**src/rtl/gated_clk_en_ctrl.sv**
```systemverilog
// rtl/gated_clk_en_ctrl.sv - idle-detect enable controller driving gated_clk_cell module_en/local_en
module gated_clk_en_ctrl #(
    parameter int IDLE_CNT_W = 6,
    parameter int WAKE_DLY   = 2
) (
    input  logic                  clk_in,          // free-running ungated clock
    input  logic                  rst,             // synchronous, active-high
    input  logic                  cfg_auto_en,     // 0 forces the clock on
    input  logic [IDLE_CNT_W-1:0] cfg_idle_thresh, // idle cycles before gating, 0 disables
    input  logic                  unit_busy,       // activity from the gated unit
    input  logic                  wake_req,        // level request, held until wake_ack
    input  logic                  force_on,        // debug override
    output logic                  module_en,       // to gated_clk_cell.module_en
    output logic                  local_en,        // to gated_clk_cell.local_en
    output logic                  wake_ack,        // one-cycle pulse, clock settled
    output logic                  gated_st,        // high while gated
    output logic                  err_busy_gated   // sticky: busy seen while gated
);

    typedef enum logic [1:0] {
        ST_RUN   = 2'd0,
        ST_GATED = 2'd1,
        ST_WAKE  = 2'd2
    } state_t;

    localparam logic [IDLE_CNT_W-1:0] CNT_ONE   = IDLE_CNT_W'(1);
    localparam logic [3:0]            WCNT_LAST = 4'(WAKE_DLY - 1);

    state_t                state;
    state_t                next_state;
    logic [IDLE_CNT_W-1:0] cnt;
    logic [3:0]            wcnt;

    logic thresh_zero;
    logic idle;
    logic thresh_hit;
    logic wake_cond;
    logic wake_done;

    assign thresh_zero = (cfg_idle_thresh == '0);
    assign idle        = !unit_busy && !wake_req && cfg_auto_en && !thresh_zero;
    // >= rather than == so a threshold lowered mid-count gates on the next idle cycle.
    // Only meaningful when idle, which already excludes a zero threshold.
    assign thresh_hit  = (cnt >= (cfg_idle_thresh - CNT_ONE));
    assign wake_cond   = wake_req || unit_busy || !cfg_auto_en || thresh_zero;
    assign wake_done   = (wcnt == WCNT_LAST);

    always_comb begin
        next_state = state;
        case (state)
            ST_RUN:   if (idle && thresh_hit) next_state = ST_GATED;
            ST_GATED: if (wake_cond)          next_state = ST_WAKE;
            ST_WAKE:  if (wake_done)          next_state = ST_RUN;
            default:                          next_state = ST_RUN;
        endcase
    end

    always_ff @(posedge clk_in) begin
        if (rst) begin
            state          <= ST_RUN;
            cnt            <= '0;
            wcnt           <= '0;
            module_en      <= 1'b1;
            gated_st       <= 1'b0;
            wake_ack       <= 1'b0;
            local_en       <= 1'b0;
            err_busy_gated <= 1'b0;
        end else begin
            state     <= next_state;
            local_en  <= force_on;
            module_en <= (next_state != ST_GATED);
            gated_st  <= (next_state == ST_GATED);
            // Self-clearing term makes a held request pulse every other cycle.
            wake_ack  <= (state == ST_RUN) && (next_state == ST_RUN) && wake_req && !wake_ack;

            case (state)
                ST_RUN: begin
                    wcnt <= '0;
                    if (idle && !thresh_hit) cnt <= cnt + CNT_ONE;
                    else                     cnt <= '0;
                end
                ST_GATED: begin
                    cnt  <= '0;
                    wcnt <= '0;
                    if (unit_busy) err_busy_gated <= 1'b1;
                end
                ST_WAKE: begin
                    cnt <= '0;
                    if (wake_done) wcnt <= '0;
                    else           wcnt <= wcnt + 4'd1;
                end
                default: begin
                    cnt  <= '0;
                    wcnt <= '0;
                end
            endcase
        end
    end

endmodule

```
**config.mk**
```make
export PLATFORM = sky130hd
export DESIGN_NAME = gated_clk_en_ctrl
export DESIGN_NICKNAME = d
export VERILOG_FILES = /design/src/rtl/gated_clk_en_ctrl.sv
export SDC_FILE = /design/constraint.sdc
export NUM_CORES = 1
export LEC_CHECK = 0
export ABC_AREA = 1
export BUFFER_PORTS_ARGS = -buffer_cell sky130_fd_sc_hd__buf_2
export CAP_MARGIN = 10
export CORE_UTILIZATION = 40
export CTS_CLUSTER_SIZE = 12
export DETAILED_ROUTE_END_ITERATION = 10
export GPL_TIMING_DRIVEN = 0
export REMOVE_ABC_BUFFERS = 1
export SYNTH_ARGS = -nofsm -noshare
export SYNTH_HDL_FRONTEND = slang
export SYNTH_SLANG_ARGS = --single-unit
```
**constraint.sdc**
```tcl
create_clock -name clk_in -period 1.41 [get_ports clk_in]
set_input_delay 0.0705 -clock clk_in [delete_from_list [all_inputs] [get_ports clk_in]]
set_output_delay 0.0705 -clock clk_in [all_outputs]
set_load 0.01 [all_outputs]
```
* Word-level counts from Yosys, hierarchy flattened
Index checks and enable logic that the tools add are counted.
Storage, ports and cells: bits in latches 0, register bits after elaboration 17, memory bits (read-only) 0, output and inout port bits 5, input port bits 12, logic and storage cells 47, memory bits (writable) 0, memories 0
Operators by class: add/subtract/negate cells 3, mux-type cells 4, equality and inequality tests 5, magnitude comparators 1, bitwise gates (word level) 3, div/mod/pow operators 0, $mul 0, shifts and indexed selects 0, reductions and logical operators 23
Operators with widths (number):
- $logic_and 1x1->1 | 8
- $add 6x1->6 const B | 1
- $ge 6x6->1 | 1
- $logic_not 1->1 | 6
- $logic_not 6->1 | 1
- $mux 2 | 3
- $pmux 2 s3 | 1
- $reduce_or 3->1 | 2
- $sub 6x1->6 const B | 1
- $add 4x1->4 const B | 1
- $eq 2x1->1 const B | 2
- $eq 4x1->1 const B | 1
- $logic_not 2->1 | 2
- $logic_or 1x1->1 | 3
- $not 1->1 | 3
- $eq 2x2->1 const B | 1
- $ne 2x1->1 const B | 1
- $reduce_and 2->1 | 1

* Longest topological paths before layout
Gate-level depths: netlist of the first run.
depth in word-level cells 11, mapped depth 12

* Worst setup path after synthesis of the first run
No wires, ideal clock.
path kind in2reg, start point input port cfg_idle_thresh[0], end point register cnt[1], path buffers 0, path slack -0.149 ns, required time 1.336 ns, library setup time 0.074 ns, arrival 1.486 ns, stages on the path 11, cells stage by stage inv_1 > ha_1 > nand2_1 > xor2_1 > inv_1 > ha_1 > nand2_1 > inv_1 > a21oi_1 > nand2_1 > nor3b_2
Between the ends: word-level cells in the longest chain between the ends 6, elaborated cells on any way between the ends 9, those cells by class add/sub (1); order compare (1); bitwise (1); reduce/logical (6)
RTL lines:
- start: declaration | line 9 | input logic [IDLE_CNT_W-1:0] cfg_idle_thresh,
- $sub 6x1->6 / $logic_not 6->1 (equally long branches) | line 44, 40
- $ge 6x6->1 / $logic_not 1->1 (equally long branches) | line 44, 41
- $logic_not 1->1 / $logic_and 1x1->1 (equally long branches) | line 79, 41
- $logic_and 1x1->1 (*) | line 79 | if (idle && !thresh_hit) cnt <= cnt + CNT_ONE;
- $not 1->1 (no line) (*)
- $reduce_or 3->1 (no line) (*)
- end signal: assignment | line 79
- end: declaration | line 31 | logic [IDLE_CNT_W-1:0] cnt;
Mark *: on every way between the ends. The rest lies on a longest branch, timed or not. A chain may end at the register's enable or synchronous reset.

* Final worst setup path of the first run
start point register cnt[0], end point register cnt[3]
Between the ends: word-level cells in the longest chain between the ends 5, elaborated cells on any way between the ends 6, those cells by class add/sub (1); order compare (1); bitwise (1); reduce/logical (3)
RTL lines:
- $ge 6x6->1 | line 44 | assign thresh_hit = (cnt >= (cfg_idle_thresh - CNT_ONE));
- $logic_not 1->1 | line 79
- $logic_and 1x1->1 | line 79
- $not 1->1 (no line)
- $reduce_or 3->1 (no line)
Several ways; a longest one is shown, not always the timed one.

==> results.py, run 1 <==
metrics = {
    "placed_design": {
        "gp_congestion": 0.776,
        "dp_cells": 157,
        "pre_cts_ws_ps": -442,
        "io_buffers": 16,
        "dp_hpwl_mm": 1.29,
    },
    "cts": {
        "cts_made_buffers": 3,
        "cts_max_path_buffers": 2,
        "clk_latency_ps": 290,
        "cts_htree_levels": 1,
        "cts_tree": "yes",
        "clk_pin_slew_worst_paths_ps": 110,
        "cts-root-buf": "clkbuf_4",
        "cts.sinks": 17,
    },
    "setup_path": {
        "reg2reg_depth": 9,
        "r2r-start": "cnt[0]$_SDFF_PP0_",
        "worstPathMaxFanout": 6,
        "worstSetupPathType": "reg -> reg",
        "critPathLaunchType": "flip-flop",
        "cp-end-kind": "flip-flop",
        "cp.required_ps": 1640,
        "r2r-end": "cnt[3]$_SDFF_PP0_",
        "rrSetupSlack_ps": 100,
        "cp_data_arrival_time_ps": 1540,
    },
    "timing": {
        "fin_hold_ws_ps": 37.2,
        "finalCritPeriodShare_pct": 93.1,
        "setup-violations-final": 0,
        "worstMarginPinSlew_ps": 291,
        "fin_ws_ps": 97.5,
        "finalHoldViolCount": 0,
        "finalMaxSlewViolations": 0,
        "fin_skew_ps": 3.89,
        "max_freq_mhz": 762,
        "relSlewSlack_pct": 80.5,
        "post-route-min-period_ps": 1310,
    },
    "run": {
        "drv_cap": 0,
    },
    "floorplan": {
        "io_pins": 17,
        "die_height_um": 50.8,
        "fp-row-count": 17,
        "die_area_um2": 2580,
        "coreArea_um2": 2230,
        "start_util_pct": 42.6,
        "die_x_um": 50.8,
    },
    "synth": {
        "synth-seq-area-share_pct": 35.7,
        "synth.avg_cell_area_um2": 8.35,
        "netlist_area_um2": 952,
        "synth_top_area_share_pct": 35.7,
        "yosysTopAreaCell": "dfxtp_1",
        "yosys_warnings": 0,
        "yosysUniqueCellTypes": 19,
        "synth_top_cells_by_area": "dfxtp_1, ha_1, nand2_1",
        "syn-instance-count": 114,
        "synth_seq_cells": 17,
    },
    "global_route": {
        "antenna_found_initial": 0,
        "grtUsageTotal_pct": 14.6,
        "grt.overflow.total": 0,
        "grt_pass1_vias": 636,
        "grt_max_degree": 11,
        "grt_pass1_wl_mm": 2.68,
    },
    "cells_and_area": {
        "fin_cells": 163,
        "area_growth_pct": 25.0,
        "antenna_cells": 0,
        "nNetsFinal": 159,
        "fin_util_pct": 53.3,
        "n_fill_cell": 218,
        "drive_gt1_share_pct": 32.6,
    },
    "route": {
        "viasPerCell": 4.76,
        "drt_iter0_drc": 13,
        "wl_mm": 1.71,
        "drc_errors": 0,
        "drtPass1Iterations": 4,
        "vias": 776,
        "ant_nets": 0,
        "wl_per_cell_um": 10.5,
    },
    "pwr": {
        "ir_worst_vdd_mv": 0.421,
        "p_per_area_nw_per_um2": 724,
        "p_leak_uw": 0.000510,
    },
    "min_path": {
        "min_to": "err_busy_gated$_SDFFE_PP0P_",
        "hold-path-cell-count": 3,
        "hold_class": "in -> reg",
        "hp-start": "unit_busy",
    },
    "status": {
        "outcome": "completed",
    },
}
[placed cells by master, fill, tap and decap left out]
master / instances
nand3_1: 7
nor2_1: 13
nand3_4: 1
buf_2: 16
o21bai_1: 1
ha_4: 3
inv_1: 14
nor3_1: 1
nand3_2: 1
clkinv_2: 1
nand2_1: 17
nand2_4: 1
dlygate4sd3_1: 1
nand4_1: 2
nor4b_1: 1
a21oi_4: 1
nor2_4: 2
xnor2_1: 6
buf_4: 1
dfxtp_4: 2
or2_4: 1
ha_1: 8
nand2_2: 2
clkbuf_4: 3
a21oi_1: 2
nor3b_2: 3
nor3_2: 4
dfxtp_1: 15
xor2_1: 3
inv_2: 2
[metrics by stage]
step                setup TNS (ps)  power (µW)  instance area [µm²]
floorplan                     -795         552                  948
global placement             -2980         584                 1060
detailed placement           -3280         587                 1060
CTS                              0         858                 1110
global route                 -17.3         911                 1190
finish                           0         861                 1190
[layer usage]
metal	global-route usage (%)	share of wire (%)	routed length, µm	up-vias
li1	-	-	-	409
met1	18.0	47	813	346
met2	22.9	45	767	15
met3	3.64	5.2	89	6
met4	8.33	2.5	42	0
met5	0	0	0	-
[cell usage after synthesis]
cell,n
a21oi_1,3
clkbuf_1,1
dfxtp_1,17
ha_1,11
inv_1,16
nand2_1,20
nand3_1,8
nand3_4,1
nand4_1,2
nor2_1,14
nor2_4,1
nor3_1,1
nor3_2,4
nor3b_2,3
nor4b_1,1
o21bai_1,1
or2_4,1
xnor2_1,6
xor2_1,3
[worst max-delay path, stage by stage (launching register included)]
cell and delay [ps]:
dfxtp_4 360, inv_1 40, ha_1 250, inv_1 60, nand2_1 40, nand2_1 50, nand2_1 80, nand2_2 110
nand2_4 100, nor3b_2 150
[flip-flops by register name (all words and copies together), names as in the netlist]
name / cells
cnt: 6
wcnt: 4
state: 2
err_busy_gated: 1
gated_st: 1
local_en: 1
module_en: 1
wake_ack: 1
[final cells by class]
cell class | instances | area, µm² | area share [%]
multi-input combinational | 80 | 622 | 52.3
sequential | 17 | 348 | 29.2
timing repair buffer | 18 | 97.6 | 8.20
inverter | 16 | 60.1 | 5.05
tap | 28 | 35.0 | 2.94
clock buffer | 3 | 22.5 | 1.89
clock inverter | 1 | 5.00 | 0.421
[where the power goes]
group | internal [µW] | switching [µW]
Clock | 105 | 163
Sequential | 481 | 1.81
Combinational | 48.7 | 61.1
Total | 635 | 226
[cell families (layout without fill, tap and decap cells)]
kind of cell / after synthesis / after routing / share of synthesized area [%]
xor+xnor: 9 / 9 / 8.28
buf+inv: 17 / 38 / 6.70
flops: 17 / 17 / 35.7
fa+ha+maj: 11 / 11 / 14.5
simple gates: 56 / 56 / 32.5
compound gates: 4 / 4 / 2.37
[how the worst max path moves through the flow]
stage | endpoint | slack, ps | depth (start not counted) | start
after floorplan | cnt[1]$_SDFF_PP0_ | -150 | 11 | cfg_idle_thresh[0]
after global placement | cnt[1]$_SDFF_PP0_ | -410 | 12 | cfg_idle_thresh[0]
after detailed placement | cnt[3]$_SDFF_PP0_ | -440 | 12 | cfg_idle_thresh[0]
after CTS | cnt[3]$_SDFF_PP0_ | 3 | 12 | cfg_idle_thresh[0]
after global routing | cnt[3]$_SDFF_PP0_ | -20 | 9 | cnt[0]$_SDFF_PP0_
final | cnt[3]$_SDFF_PP0_ | 100 | 9 | cnt[0]$_SDFF_PP0_
[timing repair]
item	CTS	global route
endpoints found under the setup margin	6	9
hold buffers	1	0
pin swaps	1	5
gates resized for setup	3	16
hold endpoints to repair	1	0
buffers inserted	0	1
Power figures use the tool's default switching activity.
==> inputs of run 2 (changes only) <==
Settings changed: ABC_AREA 1 to default.
==> run 2 against run 1 <==
Compared with the run above:
- the run now ends with negative setup slack left
- via count is 12% lower
- non-clock buffer count grew 1
- sequential cell count unchanged
- critical path type is now in -> reg
- largest power group unchanged
- highest routed layer unchanged
==> results.py, run 2 <==
metrics = {
    "synth": {
        "synth.most_common_cell": "dfxtp_1",
        "netlist_area_um2": 856,
        "synth_top_area_share_pct": 39.8,
        "synth_top_cells_by_area": "dfxtp_1, ha_1, nor2_1",
        "yosysUniqueCellTypes": 26,
        "synth-seq-area-share_pct": 39.8,
        "syn-instance-count": 90,
        "synth_ff_type": "dfxtp_1",
        "async_reset_ff_share_pct": 0,
        "synth_seq_cells": 17,
        "yosysTopAreaCell": "dfxtp_1",
        "synth_edf_count": 0,
        "yosys_warnings": 0,
        "ys_top_cells_by_count": "dfxtp_1, nor2_1, ha_1",
        "synth.avg_cell_area_um2": 9.51,
    },
    "cts": {
        "cts.sinks": 17,
        "cts_max_path_buffers": 2,
        "cts_tree": "yes",
        "clk_latency_ps": 280,
        "cts_made_buffers": 3,
        "cts_htree_levels": 1,
        "cts-root-buf": "clkbuf_4",
        "clk_pin_slew_worst_paths_ps": 90,
    },
    "timing": {
        "finalMaxSlewViolations": 0,
        "worstMarginPinSlew_ps": 390,
        "finalCritPeriodShare_pct": 111,
        "post-route-min-period_ps": 1570,
        "fin_ws_ps": -155,
        "relSlewSlack_pct": 73.8,
        "fin_hold_ws_ps": 64.7,
        "fin_skew_ps": 4.78,
        "finalHoldViolCount": 0,
        "max_freq_mhz": 639,
        "setup-violations-final": 9,
        "rsz0062_at_grt": "true",
    },
    "pwr": {
        "p_leak_uw": 0.000486,
        "p_per_area_nw_per_um2": 774,
        "ir_worst_vdd_mv": 0.684,
        "power_uw": 848,
    },
    "setup_path": {
        "r2r-end": "state[0]$_SDFF_PP0_",
        "worstSetupPathType": "in -> reg",
        "cp-end-kind": "flip-flop",
        "critPathLaunchType": "primary input",
        "crit_end": "state[0]$_SDFF_PP0_",
        "worstPathMaxFanout": 3,
        "cp.required_ps": 1590,
        "rrSetupSlack_ps": -110,
        "reg2reg_depth": 6,
        "r2r-start": "cnt[0]$_SDFF_PP0_",
        "cp-startpoint": "cfg_idle_thresh[4]",
        "cp_data_arrival_time_ps": 1750,
    },
    "cells_and_area": {
        "antenna_cells": 0,
        "top_register": "cnt",
        "nNetsFinal": 137,
        "reg_top3": "cnt: 6 flops, wcnt: 4 flops, state: 2 flops",
        "area_growth_pct": 28.1,
        "layout.cells.most_common": "dfxtp_1",
        "drive_gt1_share_pct": 26.5,
        "fin_util_pct": 55.3,
        "final_cell_mix": "dfxtp_1, nor2_1, buf_2",
        "largest_reg_flops": 6,
    },
    "route": {
        "wl_per_cell_um": 10.8,
        "drtPass1Iterations": 3,
        "ant_nets": 0,
        "viasPerCell": 4.89,
        "drc_errors": 0,
        "wl_mm": 1.52,
        "drt_iter0_drc": 8,
        "vias": 685,
    },
    "global_route": {
        "grtUsageTotal_pct": 13.6,
        "grt_pass1_wl_mm": 2.19,
        "grt.overflow.total": 0,
        "grt_pass1_vias": 558,
        "grt_max_degree": 10,
        "antenna_found_initial": 0,
    },
    "run": {
        "drv_cap": 0,
    },
    "floorplan": {
        "io_pins": 17,
        "die_height_um": 48.3,
        "start_util_pct": 43.2,
        "die_x_um": 48.3,
        "fp-row-count": 16,
        "die_area_um2": 2330,
        "coreArea_um2": 1980,
    },
    "status": {
        "violations": "negative setup slack",
        "outcome": "finished, violations left",
    },
    "placed_design": {
        "io_buffers": 16,
        "gp_congestion": 0.672,
        "dp_hpwl_mm": 1.16,
    },
    "min_path": {
        "hold_class": "in -> reg",
    },
}
-- run 2: cell types whose count changed after synthesis, moves of 2 or more --
cell     before  now
nor3b_2       3    0
o211a_1       0    2
nor3_1        1    3
inv_1        16    7
nor3_2        4    0
nand3_1       8    3
nand2_1      20    3
-- run 2: per-stage QoR --
step / TNS (ps) / setup slack [ps] / instances / area, µm²
floorplan: -2390 / -299 / 90 / 856
global placement: -5450 / -619 / 133 / 970
detailed placement: -5850 / -680 / 133 / 970
CTS: -1530 / -223 / 139 / 1060
global route: -1780 / -217 / 140 / 1100
finish: -1020 / -155 / 140 / 1100
-- run 2: repair_timing --
action,in CTS,in global routing
pin swaps,10,5
gates resized for setup,9,3
setup buffers,1,0
endpoints found under the hold margin,1,1
setup endpoints to repair,9,9
hold buffers,1,1
-- run 2: how the worst min path moves through the flow --
stage | cells after the start | slack [ps] | start | to
after floorplan | 1 | 130 | rst | state[1]$_SDFF_PP0_
after global placement | 2 | 290 | force_on | local_en$_SDFF_PP0_
after detailed placement | 2 | 290 | force_on | local_en$_SDFF_PP0_
after CTS | 2 | 8 | rst | state[1]$_SDFF_PP0_
after global routing | 2 | 70 | wake_req | wake_ack$_SDFF_PP0_
final | 3 | 60 | unit_busy | err_busy_gated$_SDFFE_PP0P_
-- run 2: logic make-up after synthesis --
| family | Yosys count | synth area share, % |
|---|---|---|
| buffers and inverters | 7 | 3.07 |
| AO/OA/AOI/OAI | 13 | 12.3 |
| flip-flops | 17 | 39.8 |
| AND/OR/NAND/NOR | 32 | 18.6 |
| XOR/XNOR | 10 | 10.2 |
| adder cells (fa/ha/maj) | 11 | 16.1 |
-- run 2: layout make-up --
class                   count  area [µm²]
clock buffers               4        26.3
well taps                  27        33.8
repair buffers             19         120
flip-flops and latches     17         340
multi-input cells          66         549
inverters                   7        26.3
fillers                   186         886
-- run 2: routing by layer --
| metal | up-vias | track usage [%] | share of wire, % |
|---|---|---|---|
| li1 | 358 | - | - |
| met1 | 311 | 16.5 | 46 |
| met2 | 14 | 22.4 | 50 |
| met3 | 2 | 4.44 | 3.8 |
| met4 | 0 | 5.00 | 0.92 |
| met5 | - | 0 | 0 |
-- run 2: power breakdown --
| group | total, µW | internal (µW) | switching [µW] |
|---|---|---|---|
| Clock | 255 | 110 | 145 |
| Combinational | 107 | 52.6 | 54.5 |
| Sequential | 486 | 484 | 2.04 |
| Total | 848 | 647 | 201 |
-- run 2: critical path, cell delays in order --
cell and delay (ps):
buf_6 90, or3_4 390, nor3_4 150, xnor2_2 150, ha_4 230, a21oi_2 130
o21a_1 210, o21ai_2 100, o211a_1 210
